--- src/rtl/basic_gate_pkg.sv ---
// rtl/basic_gate_pkg.sv - shared gate indices, BIST state type and golden truth table
package basic_gate_pkg;

    localparam int GATE_NOT  = 0;
    localparam int GATE_AND  = 1;
    localparam int GATE_NAND = 2;
    localparam int GATE_OR   = 3;
    localparam int GATE_NOR  = 4;
    localparam int GATE_XOR  = 5;
    localparam int GATE_XNOR = 6;
    localparam int NUM_GATES = 7;

    typedef enum logic [2:0] {
        ST_IDLE   = 3'd0,
        ST_APPLY  = 3'd1,
        ST_SETTLE = 3'd2,
        ST_SAMPLE = 3'd3,
        ST_FINISH = 3'd4
    } bist_state_t;

    // Expected datapath outputs for one (a,b) input vector
    function automatic logic [NUM_GATES-1:0] golden_gates(input logic a, input logic b);
        logic [NUM_GATES-1:0] g;
        g            = '0;
        g[GATE_NOT]  = ~a;
        g[GATE_AND]  = a & b;
        g[GATE_NAND] = ~(a & b);
        g[GATE_OR]   = a | b;
        g[GATE_NOR]  = ~(a | b);
        g[GATE_XOR]  = a ^ b;
        g[GATE_XNOR] = ~(a ^ b);
        return g;
    endfunction

endpackage

--- src/rtl/basic_gate_bist_ctrl.sv ---
// rtl/basic_gate_bist_ctrl.sv - BIST sequencer sweeping the 2-input gate block against a golden table
module basic_gate_bist_ctrl
    import basic_gate_pkg::*;
#(
    parameter int SETTLE_CYCLES = 1,
    parameter int NUM_PASSES    = 1,
    parameter int CNT_W         = 8
) (
    input  logic                 clk,
    input  logic                 rst_n,
    input  logic                 start,
    input  logic                 abort,
    input  logic [NUM_GATES-1:0] gate_out,
    output logic                 dut_a,
    output logic                 dut_b,
    output logic                 busy,
    output logic                 done,
    output logic                 pass,
    output logic                 aborted,
    output logic [NUM_GATES-1:0] err_mask,
    output logic [CNT_W-1:0]     err_count
);

    localparam int SW = (SETTLE_CYCLES > 1) ? $clog2(SETTLE_CYCLES) : 1;
    localparam int PW = (NUM_PASSES > 1) ? $clog2(NUM_PASSES) : 1;
    localparam logic [SW-1:0]    SETTLE_LOAD = SW'(SETTLE_CYCLES - 1);
    localparam logic [PW-1:0]    LAST_PASS   = PW'(NUM_PASSES - 1);
    localparam logic [CNT_W-1:0] CNT_MAX     = {CNT_W{1'b1}};

    bist_state_t          state_q;
    logic [1:0]           idx_q;
    logic [PW-1:0]        pass_cnt_q;
    logic [SW-1:0]        settle_q;
    logic                 dut_a_q;
    logic                 dut_b_q;
    logic                 busy_q;
    logic                 done_q;
    logic                 pass_q;
    logic                 aborted_q;
    logic [NUM_GATES-1:0] err_mask_q;
    logic [CNT_W-1:0]     err_count_q;

    logic [NUM_GATES-1:0] diff_d;
    logic [NUM_GATES-1:0] err_mask_d;
    logic [CNT_W-1:0]     err_count_d;
    logic [1:0]           idx_d;
    logic                 wrap_d;

    // Compare the sampled gate outputs with the expected vector and form the updated tallies
    always_comb begin
        diff_d      = gate_out ^ golden_gates(idx_q[1], idx_q[0]);
        err_mask_d  = err_mask_q | diff_d;
        err_count_d = err_count_q;
        if ((diff_d != '0) && (err_count_q != CNT_MAX)) begin
            err_count_d = err_count_q + 1'b1;
        end
        idx_d  = idx_q + 2'd1;
        wrap_d = (idx_q == 2'd3);
    end

    // Sequencer FSM; every output is registered alongside the state it belongs to
    always_ff @(posedge clk) begin
        if (!rst_n) begin
            state_q     <= ST_IDLE;
            idx_q       <= '0;
            pass_cnt_q  <= '0;
            settle_q    <= '0;
            dut_a_q     <= 1'b0;
            dut_b_q     <= 1'b0;
            busy_q      <= 1'b0;
            done_q      <= 1'b0;
            pass_q      <= 1'b0;
            aborted_q   <= 1'b0;
            err_mask_q  <= '0;
            err_count_q <= '0;
        end else begin
            done_q <= 1'b0;
            case (state_q)
                ST_IDLE: begin
                    if (!abort && start) begin
                        state_q     <= ST_APPLY;
                        idx_q       <= '0;
                        pass_cnt_q  <= '0;
                        err_mask_q  <= '0;
                        err_count_q <= '0;
                        pass_q      <= 1'b0;
                        aborted_q   <= 1'b0;
                        busy_q      <= 1'b1;
                        dut_a_q     <= 1'b0;
                        dut_b_q     <= 1'b0;
                    end
                end
                ST_APPLY, ST_SETTLE, ST_SAMPLE: begin
                    if (abort) begin
                        // Partial tallies stay visible; an in-flight sample is dropped
                        state_q   <= ST_IDLE;
                        aborted_q <= 1'b1;
                        pass_q    <= 1'b0;
                        busy_q    <= 1'b0;
                        dut_a_q   <= 1'b0;
                        dut_b_q   <= 1'b0;
                    end else if (state_q == ST_APPLY) begin
                        settle_q <= SETTLE_LOAD;
                        state_q  <= ST_SETTLE;
                    end else if (state_q == ST_SETTLE) begin
                        if (settle_q == '0) begin
                            state_q <= ST_SAMPLE;
                        end else begin
                            settle_q <= settle_q - 1'b1;
                        end
                    end else begin
                        err_mask_q  <= err_mask_d;
                        err_count_q <= err_count_d;
                        idx_q       <= idx_d;
                        if (wrap_d) begin
                            pass_cnt_q <= pass_cnt_q + 1'b1;
                        end
                        if (wrap_d && (pass_cnt_q == LAST_PASS)) begin
                            state_q <= ST_FINISH;
                            busy_q  <= 1'b0;
                            done_q  <= 1'b1;
                            dut_a_q <= 1'b0;
                            dut_b_q <= 1'b0;
                        end else begin
                            state_q <= ST_APPLY;
                            dut_a_q <= idx_d[1];
                            dut_b_q <= idx_d[0];
                        end
                    end
                end
                ST_FINISH: begin
                    pass_q  <= (err_mask_q == '0);
                    state_q <= ST_IDLE;
                end
                default: begin
                    state_q <= ST_IDLE;
                    busy_q  <= 1'b0;
                    dut_a_q <= 1'b0;
                    dut_b_q <= 1'b0;
                end
            endcase
        end
    end

    assign dut_a     = dut_a_q;
    assign dut_b     = dut_b_q;
    assign busy      = busy_q;
    assign done      = done_q;
    assign pass      = pass_q;
    assign aborted   = aborted_q;
    assign err_mask  = err_mask_q;
    assign err_count = err_count_q;

endmodule
--- config.mk ---
export PLATFORM = sky130hd
export DESIGN_NAME = basic_gate_bist_ctrl
export DESIGN_NICKNAME = d
export VERILOG_FILES = /design/src/rtl/basic_gate_pkg.sv /design/src/rtl/basic_gate_bist_ctrl.sv
export SDC_FILE = /design/constraint.sdc
export NUM_CORES = 1
export LEC_CHECK = 0
export ABC_CLOCK_PERIOD_IN_PS = 1650
export BUFFER_PORTS_ARGS = -buffer_cell sky130_fd_sc_hd__buf_2
export CAP_MARGIN = 20
export CORE_MARGIN = 3
export CORE_UTILIZATION = 28
export CTS_CLUSTER_SIZE = 25
export DETAILED_ROUTE_END_ITERATION = 8
export PLACE_DENSITY = 0.47
export SLEW_MARGIN = 10
export SYNTH_ARGS = -nofsm -noshare
export SYNTH_HDL_FRONTEND = slang
export SYNTH_SLANG_ARGS = --single-unit
--- constraint.sdc ---
create_clock -name clk -period 1.65 [get_ports clk]
set_input_delay 0.2475 -clock clk [delete_from_list [all_inputs] [get_ports clk]]
set_output_delay 0.2475 -clock clk [all_outputs]
set_load 0.02 [all_outputs]
==> results of run 1 <==
==> metrics by stage <==
| step | TNS (ns) | cell area [um2] | total power, mW |
|---|---|---|---|
| final | -0.404 | 1970 | 1.28 |
| after floorplan | -0.618 | 1490 | 0.815 |
| after global routing | -0.951 | 1970 | 1.35 |
| after CTS | -0.134 | 1930 | 1.29 |
| after detailed placement | -0.312 | 1840 | 0.886 |
| after global placement | -0.0823 | 1840 | 0.884 |
==> cell usage in the layout, fill, tap and decap left out, types with 3 or more instances in the layout <==
cell	synthesis	layout
nor2_1	21	20
clkbuf_8	0	3
o21ai_0	5	4
inv_1	7	5
nand2_1	9	9
buf_2	3	31
nand3_1	11	10
a21boi_0	5	4
a31oi_1	5	3
xor2_1	4	4
buf_6	1	3
dfxtp_1	27	20
and3_1	4	4
nand2b_1	8	6
mux2i_1	3	3
a21oi_1	8	7
nor3_1	6	4
dfxtp_2	0	5
o31ai_1	3	3
buf_4	1	20
nor2b_1	4	4
nor4_1	3	3
==> cell families after synthesis <==
family                     after synthesis  share of synthesized area (%)
AOI/OAI and AO/OA                       39                           19.0
and+or+nand+nor                         77                           29.9
buffers and inverters                   15                           4.97
adders and majority gates                3                           2.62
muxes                                    3                           2.09
xor gates and xnor gates                 6                           3.66
DFF                                     27                           37.7
==> flip-flops by register name, indices dropped and copies added (netlist names) <==
signal      flops
aborted         1
busy            1
done            1
dut_a           1
dut_b           1
err_count       8
err_mask        7
idx_q           2
pass            1
pass_cnt_q      1
state_q         3
==> critical path: stages (launching register included) <==
cell,delay [ns]
dfxtp_2,0.33
or3b_4,0.40
a211o_4,0.39
nor2_4,0.18
and2_4,0.21
a32o_1,0.17
==> timing repair <==
action,in CTS,in global routing
endpoints found under the setup margin,8,12
buffers inserted,1,0
hold buffers,0,0
pin swaps,7,3
cloned,1,0
resized for setup,9,12
==> worst paths after layout <==
path / from / to / slack [ns] / depth (start not counted)
max: state_q[1] / err_count[3] / -0.09 / 5
max reg2reg: state_q[1] / err_count[3] / -0.09 / 5
min: rst_n / idx_q[0] / 0.31 / 2
min reg2reg: dut_a / dut_a / 0.48 / 2
==> cell type report <==
type,instances,area (um2),share of cell area [%]
clock buffers,3,41.3,2.10
flip-flops and latches,27,554,28.2
clock inverters,1,7.51,0.381
multi-input cells,128,916,46.5
repair buffers,54,339,17.2
well taps,67,83.8,4.26
inverters,7,26.3,1.34
==> report_power, final <==
part	switching [mW]	internal, mW	total (mW)
logic	0.122	0.0913	0.213
registers	0.0100	0.663	0.673
clock network	0.226	0.172	0.398
==> routing by layer <==
layer | vias to the layer above | track usage [%]
met5 | - | 0
met4 | 0 | 5.34
met3 | 4 | 2.55
met2 | 36 | 22.0
met1 | 668 | 18.1
li1 | 705 | -
==> summary.md, run 1 <==
| Metric | Value |
|---|---|
| Synth unique cells | 43 |
| Number of fillers in the final layout | 495 |
| Final GP Congestion | 0.795 |
| Final Util | 40.6% |
| CP endpoint kind | flop |
| Avg Synthesized Cell Area | 8.43 um2 |
| Total of max-cap violations | 0 |
| Vias in the first global route | 1394 |
| Mapped Area | 1430 um2 |
| Total number of vias | 1413 |
| Leakage | 0.817 nW |
| DRT Pass-1 Iters | 4 |
| Seq cells post-synth | 27 |
| Mapped Cells | 170 |
| Register area share after synthesis | 37.7% |
| Post-route insts no fill | 287 |
| Violated checks | negative setup slack |
| Synth top cells by count | 27 x dfxtp_1, 21 x nor2_1, 11 x nand3_1 |
| Via/cell ratio | 4.92 |
| Met2 WL post-DR | 1950 um |
| Number of flops mapped to enable cells by yosys | 0 |
| CTS Buf Count | 3 |
| Synth Flop Type | dfxtp_1 |
| Clk sinks | 27 |
| Critical setup path kind | flop to flop |
| Slew Limit Fails | 0 |
| First-pass GRT wire length | 6730 um |
| Layout area overhead | 37.3% |
| Post-synth top area cell | dfxtp_1 |
| Metal3 WL | 165 um |
| Final Hold Violating Endpoints | 0 |
| Slew HR | 67.2% |
| Final net count | 235 |
| Met1 Wirelength | 1910 um |
| Die Wd | 77.6 um |
| H-tree Lvls | 1 |
| DRC | 0 |
| Grt ovf | 0 |
| Worst slew pin tran | 0.488 ns |
| Finish-stage setup viols | 8 |
| Post-synth top area share | 37.7% |
| Total placed cells including tap cells | 281 |
| Pre-CTS setup slack | -0.0572 ns |
| Die area | 6020 um2 |
| Clk_lat worst skew | 0.28 ns |
| Initial antenna violation count | 0 |
| Largest cells by area after synthesis | dfxtp_1 38%, nor2_1 5.5%, nand3_1 3.8% |
| Final WL | 4070 um |
| RSZ-0062 raised after global routing | true |
| Final worst slack | -0.0935 ns |
| Final ANT Viol Nets | 0 |
| Post-detail-place hpwl | 3030 um |
| FMAX | 574 MHz |
| Status | complete, but fails checks |
| PwrDens | 653 nW/um2 |
| Share of layout cells above drive strength 1 | 40.9% |
| Critical Path RT | 1.87 ns |
| Hold Slack | 0.314 ns |
| CP Launch Type | flop |
| Syn nets | 184 |
| Antenna Cells | 0 |
| Yosys warns | 0 |
| IO Pins | 32 |
| CTS tree | built |
| Initial DRC Count | 127 |
| Largest net degree at the start of global routing | 17 |
| Clk pin slew, worst setup/hold paths | 0.10 ns |
| PortBufs | 31 |
| Core Region | 4850 um2 |
| Clock Tree Buf Depth | 2 |
| Peak VDD IR | 0.334 mV |
| All-Layer GR Usage | 13.7% |
| Fin crit share | 106% |
| Arrival @ worst endpoint | 1.96 ns |
| WL per Instance | 14.2 um |
| Site Rows | 25 |
| Top Layer Used | met4 |
| Vert. Die Dim | 77.6 um |
| CTS root buf | clkbuf_8 |
| Initial core utilization | 29.6% |
| Worst Hold Class | primary input to flop |
| Crit Path Max Fanout | 6 |
| Worst Skew | 0.00398 ns |
| Final min period | 1.74 ns |
| Share of flip-flops with an asynchronous set or reset | 0% |
| Count leader, synth | dfxtp_1 |
Power figures use the tool's default switching activity.
==> run 2, diff against run 1 <==
- ABC_CLOCK_PERIOD_IN_PS: 1650 -> 1800
- PLACE_DENSITY: 0.47 -> 0.46
- clock period: 1.65 -> 1.8 ns (I/O delays scaled with it)
==> run 2 against run 1 <==
Against the previous run: the flow now finishes without violations; critical path type unchanged; cell count shrank 3.5%; sequential power shrank 8.3%; global-route usage shrank 0.61 points; combinational power shrank 18%; highest routed layer unchanged; largest power group unchanged; worst setup slack gained 0.19 ns; clock skew grew 0.0011 ns; fmax grew 2.2%; critical path depth is the same; clock power shrank 12%; hold slack gained 0.042 ns; sequential cell count is the same; sequential share of layout area grew 1.5 points.
==> summary.md, run 2 (synthesized netlist as in run 1, its figures left out) <==
| Metric | Value |
|---|---|
| Arrival @ worst endpoint | 1.88 ns (was 1.96 ns) |
| CTS Buf Count | 3 (unchanged) |
| Final GP Congestion | 0.755 (was 0.795) |
| Die area | 6020 um2 (unchanged) |
| Worst hold start | rst_n (unchanged) |
| Slew Limit Fails | 0 (unchanged) |
| Initial antenna violation count | 0 (unchanged) |
| Site Rows | 25 (unchanged) |
| Die Wd | 77.6 um (unchanged) |
| Via/cell ratio | 4.92 (about the same) |
| Leakage | 0.759 nW (was 0.817 nW) |
| Final WL | 3770 um (was 4070 um) |
| CTS root buf | clkbuf_8 (unchanged) |
| CTS tree | built (unchanged) |
| Clk_lat worst skew | 0.27 ns (was 0.28 ns) |
| Initial DRC Count | 128 (was 127) |
| Layout area overhead | 29.2% (was 37.3%) |
| Hold Slack | 0.357 ns (was 0.314 ns) |
| Antenna Cells | 0 (unchanged) |
| Final net count | 225 (was 235) |
| Fin crit share | 94.8% (was 106%) |
| Core Region | 4850 um2 (unchanged) |
| PwrDens | 616 nW/um2 (was 653 nW/um2) |
| Clk pin slew, worst setup/hold paths | 0.10 ns (about the same) |
| Critical setup path kind | flop to flop (unchanged) |
| Vias in the first global route | 1367 (was 1394) |
| Total of max-cap violations | 0 (unchanged) |
| Grt ovf | 0 (unchanged) |
| Design area | 1850 um2 (was 1970 um2) |
| FMAX | 586 MHz (was 574 MHz) |
| Critical Path RT | 1.98 ns (was 1.87 ns) |
| Worst reg2reg path depth | 5 (unchanged) |
| Largest register FFs | 8 (unchanged) |
| All-Layer GR Usage | 13.1% (was 13.7%) |
| Worst slew pin tran | 0.404 ns (was 0.488 ns) |
| Setup crit start | state_q[1] (unchanged) |
| Post CTS Setup Buffer Count | 0 (was 1) |
| Finish-stage setup viols | 0 (was 8) |
| Final Hold Violating Endpoints | 0 (unchanged) |
| Share of layout cells above drive strength 1 | 33.3% (was 40.9%) |
| CP Launch Type | flop (unchanged) |
| Status | finished clean (was complete, but fails checks) |
| Worst Skew | 0.00511 ns (was 0.00398 ns) |
| Highest-delay cell along the critical path | a211o_4 (was or3b_4) |
| Crit Path Max Fanout | 7 (was 6) |
| Final ANT Viol Nets | 0 (unchanged) |
| Area after DPL | 1760 um2 (was 1840 um2) |
| DRT Pass-1 Iters | 4 (unchanged) |
| H-tree Lvls | 1 (unchanged) |
| Most frequent cells in the layout | 31 x buf_2, 23 x dfxtp_1, 21 x nor2_1, 12 x buf_4, 10 x nand3_1 (was 31 x buf_2, 20 x nor2_1, 20 x dfxtp_1, 20 x buf_4, 10 x nand3_1) |
| Post-detail-place hpwl | 2840 um (was 3030 um) |
| Vert. Die Dim | 77.6 um (unchanged) |
| Final worst slack | 0.0939 ns (was -0.0935 ns) |
| WL per Instance | 13.6 um (was 14.2 um) |
| Worst path max stage delay | 0.40 ns (about the same) |
| Cell breakdown of the critical path | or3b_4 -> a211o_4 -> nor2_4 -> o211ai_1 -> a32o_1 (was or3b_4 -> a211o_4 -> nor2_4 -> and2_4 -> a32o_1) |
| Reg-to-reg startpoint | state_q[1] (unchanged) |
| Hold buffer count at CTS | 0 (unchanged) |
| DRC | 0 (unchanged) |
| Peak VDD IR | 0.338 mV (was 0.334 mV) |
| Commonest non-fill, non-tap cell in the layout | buf_2 (unchanged) |
| CP endpoint kind | flop (unchanged) |
| Clk sinks | 27 (unchanged) |
| Final min period | 1.71 ns (was 1.74 ns) |
| Number of fillers in the final layout | 506 (was 495) |
| Slew HR | 72.8% (was 67.2%) |
| Total number of vias | 1362 (was 1413) |
| IO Pins | 32 (unchanged) |
| Clock Tree Buf Depth | 2 (unchanged) |
| Pre-CTS setup slack | -0.00573 ns (was -0.0572 ns) |
| PortBufs | 31 (unchanged) |
| Initial core utilization | 29.6% (unchanged) |
| Largest net degree at the start of global routing | 16 (was 17) |
| Hold Path Depth | 2 (unchanged) |
| Worst Hold Class | primary input to flop (unchanged) |
| First-pass GRT wire length | 6370 um (was 6730 um) |
-- run 2: cell types whose count changed in the layout (fill, tap and decap cells not counted), sizes merged --
cell	delta
buf	-10
clkinvlp	-1
clkinv	+1
-- run 2: layout make-up --
type | count | area (um2) | share of cell area [%]
clock inverters | 1 | 5.00 | 0.270
repair buffers | 44 | 256 | 13.8
clock buffers | 3 | 41.3 | 2.23
multi-input cells | 128 | 890 | 48.0
well taps | 67 | 83.8 | 4.52
inverters | 7 | 26.3 | 1.42
flip-flops and latches | 27 | 551 | 29.7
-- run 2: metrics by stage --
stage | TNS [ns] | power, mW | util, % | instances
2_1_floorplan | -0.000555 | 0.743 | - | 170
3_3_place_gp | 0 | 0.802 | 36.3 | 273
3_5_place_dp | -0.0120 | 0.803 | 36.3 | 273
4_1_cts | 0 | 1.16 | 37.2 | 277
5_1_grt | -0.00910 | 1.21 | 38.2 | 277
6_report | 0 | 1.14 | 38.2 | 277
-- run 2: power by group --
group / switching, mW / internal [mW]
sequential: 0.00945 / 0.608
clock: 0.194 / 0.155
combinational: 0.104 / 0.0713
-- run 2: worst paths after layout --
check | end | slack, ns
setup / recovery | err_count[3] | 0.09
setup reg to reg | err_count[3] | 0.09
hold reg to reg | dut_a | 0.48
hold / removal | idx_q[0] | 0.36
-- run 2: worst max-delay path, delay by kind of cell (launching register included) --
kind | cells | cell delay [ns]
simple gates | 2 | 0.55
flops | 1 | 0.35
compound gates | 3 | 0.70
-- run 2: layer usage --
layer	GRT usage (%)	vias up	wire [um]
met4	4.63	0	46
met1	16.5	634	1710
li1	-	688	-
met5	0	-	0
met2	21.9	35	1810
met3	2.78	5	200
-- run 2: timing repair --
item / in CTS / in global routing
gates resized for setup: 0 / 10
endpoints found under the setup margin: 0 / 8
hold endpoints to repair: 0 / 0
